File: config.mk
export PLATFORM = sky130hd
export DESIGN_NAME = seg_scan_mux
export DESIGN_NICKNAME = d
export VERILOG_FILES = /design/src/rtl/seg_scan_mux.sv
export SDC_FILE = /design/constraint.sdc
export NUM_CORES = 1
export LEC_CHECK = 0
export ABC_CLOCK_PERIOD_IN_PS = 2940
export CORE_MARGIN = 1.5
export CORE_UTILIZATION = 46
export DETAILED_ROUTE_END_ITERATION = 6
export GPL_TIMING_DRIVEN = 0
export HOLD_SLACK_MARGIN = 0.05
export PLACE_DENSITY = 0.7
export RECOVER_POWER = 50
export SETUP_SLACK_MARGIN = 0.02
export SYNTH_ARGS = -nofsm -noshare
export SYNTH_HDL_FRONTEND = slang
export SYNTH_SLANG_ARGS = --single-unit
File: constraint.sdc
create_clock -name i_clk -period 2.94 [get_ports i_clk]
set_clock_uncertainty 0.05 [all_clocks]
set_input_delay 0.882 -clock i_clk [delete_from_list [all_inputs] [get_ports i_clk]]
set_output_delay 0.882 -clock i_clk [all_outputs]
set_load 0.01 [all_outputs]
File: src/rtl/seg_scan_mux.sv
// seg_scan_mux: time-multiplexed common-anode seven-segment driver with a per-frame
// input snapshot and a blank guard cycle per digit. Optional DP blink: SEG_DP_BLINK_EN.
module seg_scan_mux #(
   parameter int DIGITS       = 6,
   parameter int DIV          = 50000,
   parameter int BLINK_FRAMES = 64
) (
   input  logic                  i_clk,
   input  logic                  i_rst,
   input  logic [4*DIGITS-1:0]   i_nibbles,
   input  logic [DIGITS-1:0]     i_digit_en,
   input  logic [DIGITS-1:0]     i_dp,
   input  logic                  i_hold,
   output logic [6:0]            o_seg,
   output logic                  o_dp,
   output logic [DIGITS-1:0]     o_an,
   output logic                  o_frame_start
);

   localparam int CW = $clog2(DIV);
   localparam int IW = $clog2(DIGITS);
   localparam logic [CW-1:0] CNT_MAX = CW'(DIV - 1);
   localparam logic [IW-1:0] IDX_MAX = IW'(DIGITS - 1);

   logic [CW-1:0]       cnt;
   logic [IW-1:0]       idx;
   logic [4*DIGITS-1:0] snap_nib;
   logic [DIGITS-1:0]   snap_en;
   logic [DIGITS-1:0]   snap_dp;
   logic                guard;
   logic                frame_start_c;
   logic                blink_phase;
   logic [3:0]          cur_nib;
   logic [6:0]          seg_c;
   logic                dp_c;
   logic [DIGITS-1:0]   an_c;

   function automatic logic [6:0] decode_hex(input logic [3:0] n);
      logic [6:0] s;
      case (n)
         4'h0:    s = 7'b1000000;
         4'h1:    s = 7'b1111001;
         4'h2:    s = 7'b0100100;
         4'h3:    s = 7'b0110000;
         4'h4:    s = 7'b0011001;
         4'h5:    s = 7'b0010010;
         4'h6:    s = 7'b0000010;
         4'h7:    s = 7'b1111000;
         4'h8:    s = 7'b0000000;
         4'h9:    s = 7'b0010000;
         4'hA:    s = 7'b0001000;
         4'hB:    s = 7'b0000011;
         4'hC:    s = 7'b1000110;
         4'hD:    s = 7'b0100001;
         4'hE:    s = 7'b0000110;
         4'hF:    s = 7'b0001110;
         default: s = 7'h7F;
      endcase
      return s;
   endfunction

   assign guard         = (cnt == '0);
   assign frame_start_c = guard && (idx == '0);
   assign cur_nib       = snap_nib[idx*4 +: 4];

   always_ff @(posedge i_clk or posedge i_rst) begin
      if (i_rst) begin
         cnt <= '0;
         idx <= '0;
      end else if (cnt == CNT_MAX) begin
         cnt <= '0;
         idx <= (idx == IDX_MAX) ? '0 : idx + 1'b1;
      end else begin
         cnt <= cnt + 1'b1;
      end
   end

   // Captured only on the digit-0 guard edge so a frame never mixes old and new values.
   always_ff @(posedge i_clk or posedge i_rst) begin
      if (i_rst) begin
         snap_nib <= '0;
         snap_en  <= '0;
         snap_dp  <= '0;
      end else if (frame_start_c && !i_hold) begin
         snap_nib <= i_nibbles;
         snap_en  <= i_digit_en;
         snap_dp  <= i_dp;
      end
   end

`ifdef SEG_DP_BLINK_EN
   localparam int FW = (BLINK_FRAMES > 1) ? $clog2(BLINK_FRAMES) : 1;
   localparam logic [FW-1:0] FRM_MAX = FW'(BLINK_FRAMES - 1);

   logic [FW-1:0] frm_cnt;
   logic          frame_end;

   // Counting on the last drive cycle lets the new phase apply from the next frame's guard.
   assign frame_end = (cnt == CNT_MAX) && (idx == IDX_MAX);

   always_ff @(posedge i_clk or posedge i_rst) begin
      if (i_rst) begin
         frm_cnt     <= '0;
         blink_phase <= 1'b0;
      end else if (frame_end) begin
         if (frm_cnt == FRM_MAX) begin
            frm_cnt     <= '0;
            blink_phase <= ~blink_phase;
         end else begin
            frm_cnt <= frm_cnt + 1'b1;
         end
      end
   end
`else
   // Steady DP; the parameter stays on the interface so both builds share one instantiation.
   assign blink_phase = (BLINK_FRAMES < 0);
`endif

   always_comb begin
      seg_c = 7'h7F;
      dp_c  = 1'b1;
      an_c  = '1;
      if (!guard) begin
         an_c = ~(DIGITS'(1) << idx);
         if (snap_en[idx]) begin
            seg_c = decode_hex(cur_nib);
            dp_c  = ~(snap_dp[idx] & ~blink_phase);
         end
      end
   end

   always_ff @(posedge i_clk or posedge i_rst) begin
      if (i_rst) begin
         o_seg         <= 7'h7F;
         o_dp          <= 1'b1;
         o_an          <= '1;
         o_frame_start <= 1'b0;
      end else begin
         o_seg         <= seg_c;
         o_dp          <= dp_c;
         o_an          <= an_c;
         o_frame_start <= frame_start_c;
      end
   end

endmodule

* Word-level counts from Yosys, hierarchy flattened
Memory sizes are Yosys's and may differ from the RTL's.
Index checks and enable logic that the tools add are counted.
** Word-level totals
- Bits in registers :: 70
- Bits in read-only memories :: 112
- Input port bits :: 39
- Output and inout bits :: 15
- Logic and storage cells :: 35
- Memories :: 1
** Cells by class
- Add/sub/neg operators :: 2
- Magnitude comparators :: 1
- Equal/unequal tests :: 2
- Shift operators :: 2
- Muxes and demuxes :: 11
- Bitwise logic cells :: 2
- Reductions and logical operators :: 5
** Memories
- (no name shown) :: words 16, width 7, rd ports 1, clocked after memory_dff 0, wr ports 0, line 40 : case (n)
** Operators by type and width (number)
- 24-bit by 6-bit indexed part select with 4-bit output :: 1
- 16-bit by 1-bit adder with 16-bit output, second input constant :: 1
- 16-bit equality test, second input constant :: 1
- 16-bit logical NOT :: 1
- 16-bit two-way mux :: 1
- 7-bit two-way mux :: 2
- 1-bit binary-select mux with 3-bit select :: 2
- 6-bit two-way mux :: 1
- 6-bit NOT :: 1
- 1-bit by 3-bit << shifter with 6-bit output, first input constant :: 1
- 3-bit by 4-bit less-than comparator with 1-bit output, second input constant :: 1
- 1-bit two-way mux :: 4
- 3-bit by 1-bit adder with 3-bit output, second input constant :: 1
- 3-bit equality test, second input constant :: 1
- 3-bit logical NOT :: 1
- 3-bit two-way mux :: 1
- 1-bit logical AND :: 2
- 1-bit logical NOT :: 1
- 1-bit NOT :: 1

* Depth between registers and ports, before layout
- Word-level depth :: 5
- Gate-level depth with buffers :: 11
- Mapped depth without buffers :: 9

* Worst setup path after synthesis
No wires, ideal clock.
- Path type :: reg2reg
- From :: register idx[0]
- To :: register o_seg[5]
- Library setup time :: 0.109 ns
- Arrival :: 2.169 ns
- Required time :: 2.781 ns
- Slack :: 0.612 ns
- Stages on the path, launching flop included :: 12
- Path buffers :: 2
- Period minus slack after synthesis :: 2.328 ns
- Path through :: dfrtp_1 -> buf_2 -> buf_2 -> mux2_2 -> a32oi_1 -> o21ai_0 -> inv_1 -> ha_1 -> inv_1 -> nor2_1 -> a21oi_1 -> o221ai_1
** Between the ends
- Cells in the longest elaborated chain, start to end :: 4
- Elaborated cells on any way between the ends :: 6
- Classes of those cells :: 1 x shift; 4 x mux; 1 x memory
** RTL lines
- start, declared :: line 26 : logic [IW-1:0] idx;
- start signal, assigned :: line 72 : idx <= (idx == IDX_MAX) ? '0 : idx + 1'b1;
- 24-bit by 6-bit indexed part select with 4-bit output or 1-bit binary-select mux with 3-bit select (tied branches) :: line 64, 125
- memory read 16 x 7 bit or 1-bit two-way mux (tied branches)
- 7-bit two-way mux (*) :: line 125 : if (snap_en[idx]) begin
- 7-bit two-way mux (*) :: line 123 : if (!guard) begin
- net seg_c[5] :: line 34 : logic [6:0] seg_c;
- end signal, assigned :: line 139 : o_seg <= seg_c;
- end, declared :: line 14 : output logic [6:0] o_seg,
Mark *: on every way through the listed nets, which the timed path passes. The rest lies on a longest branch. The select of a mux whose other input is x is not followed.
A chain may end at the register's enable or synchronous reset.

* Final worst setup path
- From :: register cnt[0]
- To :: register snap_nib[16]
** Between the ends
- Cells in the longest elaborated chain, start to end :: 3
** RTL lines
- start, declared :: line 25 : logic [CW-1:0] cnt;
- start signal, assigned :: line 74 : cnt <= cnt + 1'b1;
- 16-bit logical NOT :: line 62 : assign guard = (cnt == '0);
- 1-bit logical AND :: line 63 : assign frame_start_c = guard && (idx == '0);
- 1-bit logical AND :: line 84 : end else if (frame_start_c && !i_hold) begin
- end signal, assigned :: line 85 : snap_nib <= i_nibbles;
- end, declared :: line 27 : logic [4*DIGITS-1:0] snap_nib;
Every way passes these cells.

==> parameters.txt <==
Parameter                              Value

Run status
  Outcome    completed

Floorplan
  Die Span Y    87.8 microns
  I/O pin cnt    54
  Std-Cell Rows    30
  Die outline width    87.8 microns
  Initial Util    48.2%
  Core region area    6870 sq um
  Die Outline Area    7710 sq um

Setup path
  End point of the critical path    snap_nib[16]
  End of the worst register-to-register path    snap_nib[16]
  Category of the most critical setup path    reg -> reg
  Kind of start point of the critical path    flop
  Crit path max fanout    10
  Register-to-register setup slack    220 ps
  R2R cell count    7
  Data arrival at the endpoint of the critical path    2890 ps
  Source of the critical timing path    cnt[0]
  Source of the worst register-to-register timing path    cnt[0]
  Worst Setup End Kind    flop
  Required arrival time at the worst endpoint    3110 ps

Synthesis
  Fraction of the mapped netlist area in simple logic gates    11.2%
  Count of different cell masters after synthesis    39
  Post-synthesis register bit count    70
  Post-synthesis cell type with the largest combined area    dfrtp_1
  Post-synthesis cell count    259
  Combinational family with the most area after synthesis    multiplexers
  Area share of the largest cell type after synthesis    42.3%
  Number of warnings reported in the yosys synthesis log    0
  Area of the mapped netlist    3310 sq um
  Number of nets produced by synthesis    307
  Post-Synth Adder-Cell Area    3.40%
  Compound-gate portion of the synthesized area    5.03%
  EDFF count, synth    0
  Most used flip-flop cell after synthesis    dfrtp_1
  Xor/xnor share of the synthesized area    3.97%
  Sequential cell area fraction in the yosys report    53.5%
  Share of flip-flops with an asynchronous set or reset    100%
  Post-Synthesis Mean Instance Area    12.8 sq um
  Top cells by area, synth    dfrtp_1 42%, mux2_2 13%, dfstp_2 11%, mux4_2 4.1%, ha_1 3.4%
  Share of cell area taken by muxes after synthesis    20.0%

Place
  Post-detail-place hpwl    4360 microns
  Weighted congestion at the end of routability-driven global placement    0.779
  Number of port buffers    53

Clock tree
  Clock Latency Late Sink    340 ps
  # hold bufs at CTS    0
  Clock-pin slew on the worst setup and hold paths    80 ps
  Count of H-tree levels built during CTS    3
  TritonCTS Sinks    70
  TritonCTS clock tree    yes
  Maximum number of buffers from clock root to sink    2
  Root Driver    clkbuf_8
  Num CTS Buffers    9

STA
  Worst rel slew slack    7.57%
  Final Hold Violating Endpoints    0
  Final-report max-slew violation count    0
  Worst slack on hold paths    439 ps
  Period utilization    92.6%
  Tightest Pin Transition    1390 ps
  Unrepaired setup endpoints after global routing    false
  Minimum clock period    2720 ps
  Total of endpoints with negative setup slack in the final report    0
  Fmax    367 MHz

Drt
  Total length of routed wires    6160 microns
  Iteration count of the initial detailed-routing pass    5
  Number of DRC violations after detailed-routing iteration 0    106
  Routed vias    2194
  Via density    5.17
  Post-route ant nets    0
  Drt drc    0
  Wire length per cell    14.5 microns

Cells and area
  Number of antenna cells inserted    0
  Ratio of cells with drive above 1 in the final layout    25.9%
  Leading cell type in the layout, fill and taps excluded    dfrtp_1
  Most frequent cells in the layout    56 x dfrtp_1, 52 x clkdlybuf4s50_1, 37 x mux2_2
  Area Overhead vs Synth    26.0%
  Layout net count    371
  Final core utilization    60.7%
  Layout fillers    560

Power
  Leakage power figure    1.79 nW
  Cell area power density    471 nW/um^2
  IR Drop Worst-Case VDD    264 uV

Job
  Max capacitance violation total    0

Global routing
  Gr usage total    17.9%
  Largest net degree at the start of global routing    71
  Initial antenna violation count    0
  Overflow left after global routing    0
  Number of global-route vias before repair    2220
  First-pass GRT wire length    10600 microns

Hold path
  Path class of the lowest-slack min-delay path    reg -> reg
==> how the worst min path moves through the flow <==
stage / startpoint / to / slack (ps) / depth (start not counted)
after floorplan: snap_dp[2] / snap_dp[2] / 400 / 1
after global placement: snap_nib[11] / snap_nib[11] / 420 / 1
after detailed placement: snap_nib[10] / snap_nib[10] / 420 / 1
after CTS: snap_nib[10] / snap_nib[10] / 440 / 1
after global routing: snap_nib[14] / snap_nib[14] / 460 / 1
final: snap_nib[11] / snap_nib[11] / 440 / 1
==> metal layers <==
metal  vias to the layer above  GRT usage (%)  share of wire [%]
met5                         -              0                  0
met4                         0           5.05               0.54
met3                         6           4.62                3.8
met2                        53           27.3                 47
met1                      1087           25.4                 49
li1                       1048              -                  -
==> power by group <==
part,switching [mW],internal [mW]
sequential,0.0137,0.999
combinational,0.0651,0.0956
clock,0.356,0.436
total,0.435,1.53
==> what timing repair did <==
action | CTS | global route
pin swaps | 0 | 0
resized for setup | 1 | 2
endpoints found under the setup margin | 1 | 3
setup buffers | 0 | 0
==> Yosys cell counts (all sizes together) (2+ instances only) <==
cell type	number
a21oi	3
nor2b	3
xor2	9
o21ai	4
buf	5
inv	10
nor3	4
a22o	3
ha	9
mux2i	3
xnor2	6
mux4	6
nor4	5
mux2	44
nand2	21
o221ai	4
nor4b	2
dfstp	14
a22oi	3
clkbuf	4
nand3	13
nor2	17
dfrtp	56
==> stage by stage <==
stage | power [mW] | TNS [ps] | instance area [sq um] | setup slack, ps | std cells
global placement | 1.19 | -53610 | 3960 | -900 | 408
detailed placement | 1.19 | -20.7 | 3960 | -20.7 | 408
finish | 1.97 | 0 | 4170 | 219 | 424
floorplan | 1.11 | 0 | 3310 | 263 | 259
global route | 2.05 | 0 | 4170 | 40.2 | 424
CTS | 1.99 | 0 | 4170 | 164 | 424
==> state kept, by name (all words and copies together), names as in the netlist <==
name and count:
cnt 16, idx 3, o_an 6, o_dp 1, o_frame_start 1, o_seg 7
snap_dp 6, snap_en 6, snap_nib 24
==> final cells by class <==
class	instances	area (sq um)	share of cell area [%]
repair buffers	53	531	12.7
inverters	11	41.3	0.990
flip-flops and latches	70	1770	42.4
plain buffers	9	58.8	1.41
well taps	96	120	2.88
clock buffers	11	151	3.63
clock inverters	5	57.6	1.38
multi-input cells	169	1440	34.6
==> worst max-delay path: stages (launching register included) <==
cell and delay (ps):
dfrtp_1 430, inv_1 80, ha_1 140, nor4b_1 310, nand4_2 330, nor4b_4 670
buf_6 260, mux2_2 340
==> logic make-up after synthesis <==
family                     after synthesis
AOI/OAI and AO/OA                       23
xor gates and xnor gates                15
adders and majority gates                9
buffers and inverters                   20
DFF                                     70
muxes                                   53
and+or+nand+nor                         69
Note: power is estimated with default switching activity, not from simulation.
